$ cat src/rtl/veri_bellek_hakemi.sv
// Two-port round-robin arbiter/sequencer for a single-port data memory.
// Each transaction runs IDLE -> ACCESS -> RESP with ack two cycles after grant.
module veri_bellek_hakemi #(
    parameter int ADDR_W = 7,
    parameter int DATA_W = 32
) (
    input  logic              clk,
    input  logic              rst,
    input  logic              m0_req,
    input  logic              m0_we,
    input  logic [31:0]       m0_addr,
    input  logic [DATA_W-1:0] m0_wdata,
    output logic              m0_ack,
    output logic              m0_err,
    output logic [DATA_W-1:0] m0_rdata,
    input  logic              m1_req,
    input  logic              m1_we,
    input  logic [31:0]       m1_addr,
    input  logic [DATA_W-1:0] m1_wdata,
    output logic              m1_ack,
    output logic              m1_err,
    output logic [DATA_W-1:0] m1_rdata,
    output logic              mem_en,
    output logic              mem_we,
    output logic [ADDR_W-1:0] mem_addr,
    output logic [DATA_W-1:0] mem_wdata,
    input  logic [DATA_W-1:0] mem_rdata,
    output logic              busy
);

    typedef enum logic [1:0] {
        IDLE   = 2'd0,
        ACCESS = 2'd1,
        RESP   = 2'd2
    } state_t;

    state_t              state, state_nxt;
    logic                gnt_valid;
    logic                gnt_port;
    logic [31:0]         sel_addr;
    logic                sel_we;
    logic [DATA_W-1:0]   sel_wdata;
    logic                addr_bad;

    logic                grant_port_q;
    logic                last_grant_q;
    logic                we_q;
    logic                err_q;
    logic [ADDR_W-1:0]   waddr_q;
    logic [DATA_W-1:0]   wdata_q;
    logic [DATA_W-1:0]   rdata0_q;
    logic [DATA_W-1:0]   rdata1_q;

    logic                resp_fire;
    logic [DATA_W-1:0]   resp_data;
    logic                upd0, upd1;

    always_comb begin
        state_nxt = state;
        gnt_valid = 1'b0;
        gnt_port  = 1'b0;
        unique case (state)
            IDLE: begin
                if (m0_req && m1_req) begin
                    gnt_valid = 1'b1;
                    gnt_port  = ~last_grant_q;
                end else if (m0_req) begin
                    gnt_valid = 1'b1;
                    gnt_port  = 1'b0;
                end else if (m1_req) begin
                    gnt_valid = 1'b1;
                    gnt_port  = 1'b1;
                end
                if (gnt_valid) state_nxt = ACCESS;
            end
            ACCESS:  state_nxt = RESP;
            RESP:    state_nxt = IDLE;
            default: state_nxt = IDLE;
        endcase
    end

    always_comb begin
        sel_addr  = gnt_port ? m1_addr  : m0_addr;
        sel_we    = gnt_port ? m1_we    : m0_we;
        sel_wdata = gnt_port ? m1_wdata : m0_wdata;
        addr_bad  = (sel_addr[1:0] != 2'b00) || (sel_addr[31:ADDR_W+2] != '0);
    end

    // Strobes are qualified with rst so a reset in ACCESS/RESP kills the
    // memory access and the ack in that same cycle.
    always_comb begin
        busy      = (state != IDLE);
        mem_en    = (state == ACCESS) && !err_q && !rst;
        mem_we    = we_q;
        mem_addr  = waddr_q;
        mem_wdata = wdata_q;
        resp_fire = (state == RESP) && !rst;
        m0_ack    = resp_fire && !grant_port_q;
        m1_ack    = resp_fire &&  grant_port_q;
        m0_err    = m0_ack && err_q;
        m1_err    = m1_ack && err_q;
        resp_data = err_q ? '0 : mem_rdata;
        upd0      = m0_ack && (!we_q || err_q);
        upd1      = m1_ack && (!we_q || err_q);
        m0_rdata  = upd0 ? resp_data : rdata0_q;
        m1_rdata  = upd1 ? resp_data : rdata1_q;
    end

    always_ff @(posedge clk) begin
        if (rst) begin
            state        <= IDLE;
            grant_port_q <= 1'b0;
            last_grant_q <= 1'b1;
            we_q         <= 1'b0;
            err_q        <= 1'b0;
            waddr_q      <= '0;
            wdata_q      <= '0;
            rdata0_q     <= '0;
            rdata1_q     <= '0;
        end else begin
            state <= state_nxt;
            if (gnt_valid) begin
                grant_port_q <= gnt_port;
                last_grant_q <= gnt_port;
                we_q         <= sel_we;
                err_q        <= addr_bad;
                waddr_q      <= sel_addr[ADDR_W+1:2];
                wdata_q      <= sel_wdata;
            end
            if (upd0) rdata0_q <= resp_data;
            if (upd1) rdata1_q <= resp_data;
        end
    end

endmodule
$ cat config.mk
export PLATFORM = sky130hd
export DESIGN_NAME = veri_bellek_hakemi
export DESIGN_NICKNAME = d
export VERILOG_FILES = /design/src/rtl/veri_bellek_hakemi.sv
export SDC_FILE = /design/constraint.sdc
export NUM_CORES = 1
export LEC_CHECK = 0
export BUFFER_PORTS_ARGS = -buffer_cell sky130_fd_sc_hd__clkbuf_2
export CAP_MARGIN = 20
export CELL_PAD_IN_SITES_DETAIL_PLACEMENT = 0
export CELL_PAD_IN_SITES_GLOBAL_PLACEMENT = 1
export CORE_MARGIN = 4
export CORE_UTILIZATION = 33
export DETAILED_ROUTE_END_ITERATION = 10
export PLACE_DENSITY = 0.84
export SLEW_MARGIN = 20
export SYNTH_ARGS = -nofsm -noshare
export SYNTH_HDL_FRONTEND = slang
export SYNTH_SLANG_ARGS = --single-unit
$ cat constraint.sdc
create_clock -name clk -period 3.4 [get_ports clk]
set_input_delay 0.34 -clock clk [delete_from_list [all_inputs] [get_ports clk]]
set_output_delay 0.34 -clock clk [all_outputs]
set_load 0.01 [all_outputs]
==> results.toml, run 1 <==
[status]
status = "finished, final reports clean"

[worst_setup_path]
path_depth = 5
slowest_stage = "nand2_2"
r2r_end = "rdata1_q[1]"
critPathBufInv = 1
slowest_delay_ps = 600
arrival_ps = 2250
cp_common_cell = "nand2_1"
cp_top_family = "simple AND/OR/NAND/NOR gates"
worstPathRequired_ps = 3060
startpoint = "mem_we"
ff2ff_path_depth = 4
worstSetupPathType = "register to primary output"
end_kind = "primary output"
critPathLaunchType = "register"
regToRegSetupSlack_ps = 1520
crit_chain = "or2b_2 > nand2_2 > nand2_1 > nand2_1 > clkbuf_2"
critPathCapture = "m1_rdata[1]"
worstReg2RegStart = "mem_we"
crit_fanout = 32

[clock_network]
cts_setup_buffers = 0
cts_root_buffer = "clkbuf_16"
cts_hold_buffers = 0
cts_tree = "yes"
clock_latency_ps = 340
path_clk_slew_ps = 70
cts_buffers = 9
cts.sink_count = 109
clockBufferDepth = 2
cts_resized = 0
cts_max_level = 3

[detailed_routing]
dr.pass1.iters = 4
post_drt_wl_per_cell_um = 14.83
avgViaCountPerCell = 4.766
drt-met1-wl_mm = 6.853
drt_iter0_drc = 208
drc = 0
postRouteAntennaNets = 0
wirelength_mm = 15.46
dr_wl_met3_mm = 1.151
top_layer = "met4"
vias = 4966
route.met2.wl_mm = 7.320

[sta]
period_minus_slack_ps = 2586
rsz0062_at_grt = "no"
drv_slew = 0
slew-limit-headroom_pct = 27.16
final-hold-violation-count = 0
fin_crit_sh_pct = 76.05
fin_worst_skew_ps = 6.668
setup_viol = 0
fmax_ghz = 0.3867
fin_tns_setup_ps = 0
max_slew.worst_pin.slew_ps = 1093

[synthesis]
syn_avg_cell_area_um2 = 8.208
syn_nets = 775
syn_area_um2 = 4999
yosysSeqAreaShare_pct = 43.65
synth_cells = 609
ys.warnings.count = 0
synth_cell_types = 34
ys_seq_elements = 109

[die]
std_cell_rows = 44
dieArea_um2 = 17180
die_w_um = 131.1
initial_utilization_pct = 34.01
ios = 276
core_um2 = 14700
die_y_um = 131.1

[power_and_ir_drop]
p_leak_nw = 3.515
p_per_area_nw_per_um2 = 444.4
p_sw_uw = 803.6
clockPowerShare_pct = 34.8
p_sw_share_pct = 27.27
p_int_mw = 2.143
finalPower_mw = 2.947
max-vdd-ir-drop_uv = 230.9
combPwrFrac_pct = 18.3
seq_power_share_pct = 46.9

[grt]
antenna_found_initial = 0
first_global_vias = 4692
grt_pass1_wl_mm = 23.53
grt_max_degree = 98
grt_use_total_pct = 17.51
grt-ovfl-total = 0

[cells_and_area]
layout_common_cells = "clkbuf_2 (274), nand2_1 (132), dfxtp_1 (109)"
nets = 1019
final_common_cell = "clkbuf_2"
nFillCells = 1546
area_growth_pct = 32.67
drive_gt1_share_pct = 36.25
fin_area_um2 = 6631
n_antenna_cell = 0

[placed_design]
placed_cell_area_um2 = 6346
portBuffers = 275
place_hpwl_mm = 11.50
routabilityCongestion = 0.8052

[job]
maxCapViolCount = 0

[worst_hold_path]
min_path_type = "input pin to register"
hold_depth = 3
## per-stage QoR
step           hold WS [ps]  util (%)  setup slack (ps)  std cells
2_1_floorplan         436.8         -              1761        609
3_3_place_gp          450.4     43.17              1077       1026
3_5_place_dp          456.7     43.17              1058       1026
4_1_cts               271.8     45.11             765.1       1042
5_1_grt               276.2     45.11             633.0       1042
6_report              296.0     45.11             814.3       1042
## worst min-delay path by stage
stage | to | slack, ps | from
2_1_floorplan | last_grant_q | 440 | last_grant_q
3_3_place_gp | rdata1_q[28] | 450 | rdata1_q[28]
3_5_place_dp | rdata0_q[20] | 460 | rdata0_q[20]
4_1_cts | grant_port_q | 270 | m1_req
5_1_grt | grant_port_q | 280 | m1_req
6_report | grant_port_q | 300 | m1_req
## kinds of logic after synthesis
family | share of synthesized area [%]
AND/OR/NAND/NOR | 28.31
AO/OA/AOI/OAI | 13.49
flip-flops | 43.65
buffers and inverters | 6.533
multiplexers | 8.010
## cell type report
class	count	area (um2)	share of cell area [%]
clock inverters	4	48.80	0.7358
well taps	184	230.2	3.472
multi-input cells	449	2491	37.57
flip-flops and latches	109	2182	32.91
clock buffers	12	236.5	3.566
inverters	1	3.754	0.05660
repair buffers	283	1439	21.70
## tightest hold or removal path, cell delays in order
cell      delay (ps)
clkbuf_2         110
nand3_2           90
a21oi_1           60
## registers in the layout (all words and copies together) (netlist names)
signal        flops
mem_wdata        32
rdata0_q         32
rdata1_q         32
mem_addr          7
state             2
err_q             1
grant_port_q      1
last_grant_q      1
mem_we            1
## power by group through the flow
stage               clock network (mW)  registers [mW]  logic [mW]
global route                      1.13            1.39       0.601
finish                            1.03            1.38       0.539
floorplan                            0            1.43       0.310
global placement                     0            1.41       0.549
CTS                               1.06            1.38       0.549
detailed placement                   0            1.41       0.548
## cell usage after synthesis
library cell,number,area [um2]
a211oi_1,40,300.3
a21oi_1,67,335.3
a41o_1,1,10.01
and2_1,2,12.51
and4_1,1,8.760
and4bb_2,1,12.51
buf_1,2,7.510
buf_2,11,55.05
buf_4,10,75.07
buf_6,11,123.9
clkbuf_1,15,56.30
clkbuf_2,1,5.000
dfxtp_1,109,2182
inv_1,1,3.750
mux2i_1,40,400.4
nand2_1,132,495.5
nand2_2,1,6.260
nand2_4,1,11.26
nand3_1,56,280.3
nand3_2,9,90.09
nand4_1,1,6.260
nor2_1,45,168.9
nor2b_1,33,206.5
nor3_1,1,5.000
nor3b_1,1,7.510
nor4_1,8,50.05
nor4b_4,1,23.77
o21a_1,1,7.510
o21ai_0,1,5.000
o21bai_1,1,7.510
o41ai_1,1,8.760
or2b_2,1,8.760
or3_1,1,6.260
or4_1,2,15.01
## layer usage
layer,GRT usage [%],vias up
met1,22.15,2207
met2,29.42,168
met5,0,-
met4,3.327,0
met3,5.754,8
li1,-,2583
No activity file was read; power rests on OpenSTA's default activity.
==> inputs of run 2 (changes only) <==
--- a/config.mk
+++ b/config.mk
@@ -10,9 +10,9 @@
 export CELL_PAD_IN_SITES_DETAIL_PLACEMENT = 0
 export CELL_PAD_IN_SITES_GLOBAL_PLACEMENT = 1
 export CORE_MARGIN = 4
-export CORE_UTILIZATION = 33
+export CORE_UTILIZATION = 28
 export DETAILED_ROUTE_END_ITERATION = 10
-export PLACE_DENSITY = 0.84
+export PLACE_DENSITY = 0.76
 export SLEW_MARGIN = 20
 export SYNTH_ARGS = -nofsm -noshare
 export SYNTH_HDL_FRONTEND = slang
==> constraint.sdc (replaced) <==
create_clock -name clk -period 2.1 [get_ports clk]
set_input_delay 0.21 -clock clk [delete_from_list [all_inputs] [get_ports clk]]
set_output_delay 0.21 -clock clk [all_outputs]
set_load 0.01 [all_outputs]
==> results.toml, run 2 (synthesis gave the netlist of run 1 again) <==
[placed_design]
place_hpwl_mm = 12.56
portBuffers = 275
routabilityCongestion = 0.7553
dpl.cell_count = 1071
placed_cell_area_um2 = 6477

[cells_and_area]
fin_area_um2 = 6824
drive_gt1_share_pct = 37.11
area_growth_pct = 36.52
final_common_cell = "clkbuf_2"
nets = 1026
stdcell_count = 1090
layout_common_cells = "clkbuf_2 (274), nand2_1 (132), dfxtp_1 (109)"
n_antenna_cell = 0

[worst_setup_path]
crit_fanout = 16
worstSetupPathType = "register to primary output"
arrival_ps = 1790
critPathLaunchType = "register"
regToRegSetupSlack_ps = 390
end_kind = "primary output"
worstPathRequired_ps = 1890

[power_and_ir_drop]
p_leak_nw = 3.580
max-vdd-ir-drop_uv = 378.0
p_per_area_nw_per_um2 = 714.5
finalPower_mw = 4.876

[sta]
rsz0062_at_grt = "yes"
slew-limit-headroom_pct = 27.51
fmax_ghz = 0.5004
fin_worst_skew_ps = 7.042
fin_crit_sh_pct = 95.16
final-hold-violation-count = 0
setup_viol = 0
drv_slew = 0
fin_tns_setup_ps = 0
max_slew.worst_pin.slew_ps = 1087
period_minus_slack_ps = 1998

[clock_network]
cts_max_level = 3
cts_buffers = 9
clockBufferDepth = 2
path_clk_slew_ps = 70
cts.sink_count = 109
clock_latency_ps = 350
cts_root_buffer = "clkbuf_16"
cts_hold_buffers = 0
cts_tree = "yes"

[grt]
grt-ovfl-total = 0
grt_use_total_pct = 16.01
antenna_found_initial = 0
first_global_vias = 4605
grt_pass1_wl_mm = 25.23
grt_max_degree = 96

[die]
ios = 276
dieArea_um2 = 20050
std_cell_rows = 48
initial_utilization_pct = 28.70
die_y_um = 141.6
die_w_um = 141.6
core_um2 = 17420

[detailed_routing]
route.met2.wl_mm = 8.189
post_drt_wl_per_cell_um = 15.24
drc = 0
avgViaCountPerCell = 4.618
dr_wl_met3_mm = 1.307
dr.pass1.iters = 4
drt_iter0_drc = 214
wirelength_mm = 16.61
drt-met1-wl_mm = 6.791
top_layer = "met4"
vias = 5034
postRouteAntennaNets = 0

[status]
status = "finished, final reports clean"

[job]
maxCapViolCount = 0

[worst_hold_path]
min_path_type = "input pin to register"
## run 2: cell types whose count changed in the layout (fill, tap and decap cells not counted)
| cell | before | now |
|---|---|---|
| buf_12 | 0 | 5 |
| buf_8 | 0 | 1 |
| clkinvlp_4 | 0 | 2 |
| inv_6 | 0 | 2 |
| clkbuf_1 | 3 | 0 |
| clkinv_4 | 1 | 0 |
| or2b_2 | 1 | 0 |
| nand2_4 | 1 | 2 |
| or2b_4 | 0 | 1 |
## run 2: through the flow
| stage | setup WS [ps] | utilization (%) | hold WS [ps] |
|---|---|---|---|
| after floorplan | 591.0 | - | 436.8 |
| after detailed placement | 170.1 | 37.19 | 455.7 |
| after global routing | -9.589 | 39.18 | 172.0 |
| final | 101.6 | 39.18 | 168.9 |
| after global placement | 203.2 | 37.19 | 450.7 |
| after CTS | 71.91 | 39.16 | 158.1 |
## run 2: cell type report
type                            instances  area, um2
Clock buffer                            9      225.2
Tap cell                              225      281.5
Multi-Input combinational cell        450       2505
Clock inverter                          7      72.57
Timing Repair Buffer                  289       1554
Inverter                                1      3.754
Sequential cell                       109       2182
Fill cell                            1849      10590
## run 2: path summary, 6_finish.rpt
path | cells after the start | to | start
max | 6 | m0_rdata[31] | state[0]
min | 3 | mem_wdata[13] | m1_wdata[13]
max reg2reg | 4 | err_q | state[0]
min reg2reg | 2 | rdata0_q[9] | rdata0_q[9]
## run 2: critical path: stages (launching register included)
cell and delay, ps:
dfxtp_1 350, nor4b_4 290, buf_4 170, nand2_2 250, nand2_1 180, nand2_1 60, clkbuf_2 130
## run 2: per-layer routing
| metal | vias to the layer above | GRT usage, % |
|---|---|---|
| met3 | 17 | 3.977 |
| met2 | 195 | 27.71 |
| met5 | - | 0 |
| met1 | 2217 | 19.33 |
| li1 | 2605 | - |
| met4 | 0 | 5.556 |
## run 2: timing repair
item	in CTS	in global routing
setup buffers	2	0
cloned	1	0
pin swaps	2	0
gates resized for setup	6	1
endpoints found under the setup margin	62	3
## run 2: where the power goes
part           leakage, nW  switching (mW)  total [mW]  internal, mW
clock                0.142           0.802        1.73         0.930
combinational         2.55           0.520       0.911         0.391
sequential           0.890          0.0552        2.23          2.18
total                 3.58            1.38        4.88          3.50
==> inputs of run 3 (changes only) <==
--- a/config.mk
+++ b/config.mk
@@ -7,12 +7,10 @@
 export LEC_CHECK = 0
 export BUFFER_PORTS_ARGS = -buffer_cell sky130_fd_sc_hd__clkbuf_2
 export CAP_MARGIN = 20
-export CELL_PAD_IN_SITES_DETAIL_PLACEMENT = 0
-export CELL_PAD_IN_SITES_GLOBAL_PLACEMENT = 1
 export CORE_MARGIN = 4
-export CORE_UTILIZATION = 28
+export CORE_UTILIZATION = 40
 export DETAILED_ROUTE_END_ITERATION = 10
-export PLACE_DENSITY = 0.76
+export PLACE_DENSITY = 0.75
 export SLEW_MARGIN = 20
 export SYNTH_ARGS = -nofsm -noshare
 export SYNTH_HDL_FRONTEND = slang
==> results.toml, run 3 (synthesis gave the netlist of run 1 again) <==
[die]
ios = 276
die_y_um = 119.8
initial_utilization_pct = 41.27
dieArea_um2 = 14350
die_w_um = 119.8
std_cell_rows = 40
core_um2 = 12110

[sta]
slew-limit-headroom_pct = 49.94
max_slew.worst_pin.slew_ps = 751.0
fin_worst_skew_ps = 8.135
fmax_ghz = 0.5149
hold-worst-slack_ps = 139.1
final-hold-violation-count = 0
rsz0062_at_grt = "yes"
period_minus_slack_ps = 1942
fin_tns_setup_ps = 0
fin_crit_sh_pct = 92.49
setup_slack_ps = 157.7
setup_viol = 0
drv_slew = 0

[clock_network]
cts_root_buffer = "clkbuf_16"
path_clk_slew_ps = 80
cts_tree = "yes"
clockBufferDepth = 2
cts_buffers = 9
cts.sink_count = 109
clock_latency_ps = 340
cts_max_level = 3

[worst_setup_path]
r2r_end = "mem_wdata[5]"
regToRegSetupSlack_ps = 440
crit_fanout = 20
critPathLaunchType = "register"
worstPathRequired_ps = 1890
worstSetupPathType = "register to primary output"
arrival_ps = 1730
end_kind = "primary output"
worstReg2RegStart = "state[1]"
ff2ff_path_depth = 5

[detailed_routing]
vias = 5041
post_drt_wl_per_cell_um = 14.42
postRouteAntennaNets = 0
avgViaCountPerCell = 4.885
dr.pass1.iters = 4
drc = 0
wirelength_mm = 14.88
drt_iter0_drc = 328

[worst_hold_path]
hp-start = "rst"
hold_depth = 2
min_path_type = "input pin to register"
holdPathEnd = "rdata0_q[29]"

[job]
maxCapViolCount = 0

[cells_and_area]
seq_area_um2 = 2182
fin_area_um2 = 6705
final_common_cell = "clkbuf_2"
nets = 1025
multi_input_area_um2 = 2502
area_growth_pct = 34.14
nFillCells = 1177
drive_gt1_share_pct = 37.04
n_antenna_cell = 0
layout_common_cells = "clkbuf_2 (274), nand2_1 (131), dfxtp_1 (109)"
fin_util_pct = 55.36

[power_and_ir_drop]
p_leak_nw = 3.557
p_per_area_nw_per_um2 = 707.8
max-vdd-ir-drop_uv = 341.9

[grt]
grt_pass1_wl_mm = 23.89
first_global_vias = 4791
antenna_found_initial = 0
grt_max_degree = 73
grt-ovfl-total = 0
grt_use_total_pct = 20.45

[placed_design]
place_hpwl_mm = 11.64
routabilityCongestion = 0.8173
placed_cell_area_um2 = 6396
portBuffers = 275
pre_cts_ws_ps = 379.7

[status]
status = "finished, final reports clean"
## run 3: cell type report
class                   instances  area share, %
multi-input cells             449          37.32
flip-flops and latches        109          32.54
repair buffers                289          22.67
clock buffers                  11          3.620
well taps                     168          3.135
clock inverters                 5         0.6531
inverters                       1        0.05598
## run 3: timing repair
item | in CTS | in global routing
buffers inserted | 0 | 0
hold buffers | 0 | 0
resized for setup | 0 | 5
endpoints found under the setup margin | 0 | 32
## run 3: how the worst max path moves through the flow
stage	from	endpoint	slack, ps	cells past startpoint
CTS	grant_port_q	m0_rdata[4]	1	6
finish	mem_we	m1_rdata[31]	160	6
global placement	grant_port_q	m0_rdata[10]	390	6
floorplan	err_q	m0_rdata[21]	590	6
global route	state[0]	m0_rdata[0]	-2	5
detailed placement	grant_port_q	m0_rdata[4]	380	6
## run 3: report_power, final
group / internal [mW] / switching, mW
sequential: 2.18 / 0.0580
clock: 0.854 / 0.763
combinational: 0.381 / 0.512
## run 3: per-stage QoR
step / instances / power (mW)
3_3_place_gp: 1016 / 3.173
6_report: 1032 / 4.746
3_5_place_dp: 1016 / 3.182
5_1_grt: 1032 / 4.978
2_1_floorplan: 609 / 2.823
4_1_cts: 1032 / 4.798
## run 3: metal layers
| metal | vias to the layer above | GRT usage, % | wire length [um] |
|---|---|---|---|
| met4 | 0 | 6.943 | 308 |
| met5 | - | 0 | 0 |
| met3 | 21 | 3.864 | 1010 |
| met1 | 2232 | 25.93 | 6491 |
| li1 | 2601 | - | - |
| met2 | 187 | 34.89 | 7072 |
## run 3: critical path, cell delays in order (launching register included)
cell and delay, ps:
dfxtp_1 370, or2b_2 400, nand2_2 100, buf_6 200, nand2_1 90, nand2_1 100
clkbuf_2 140
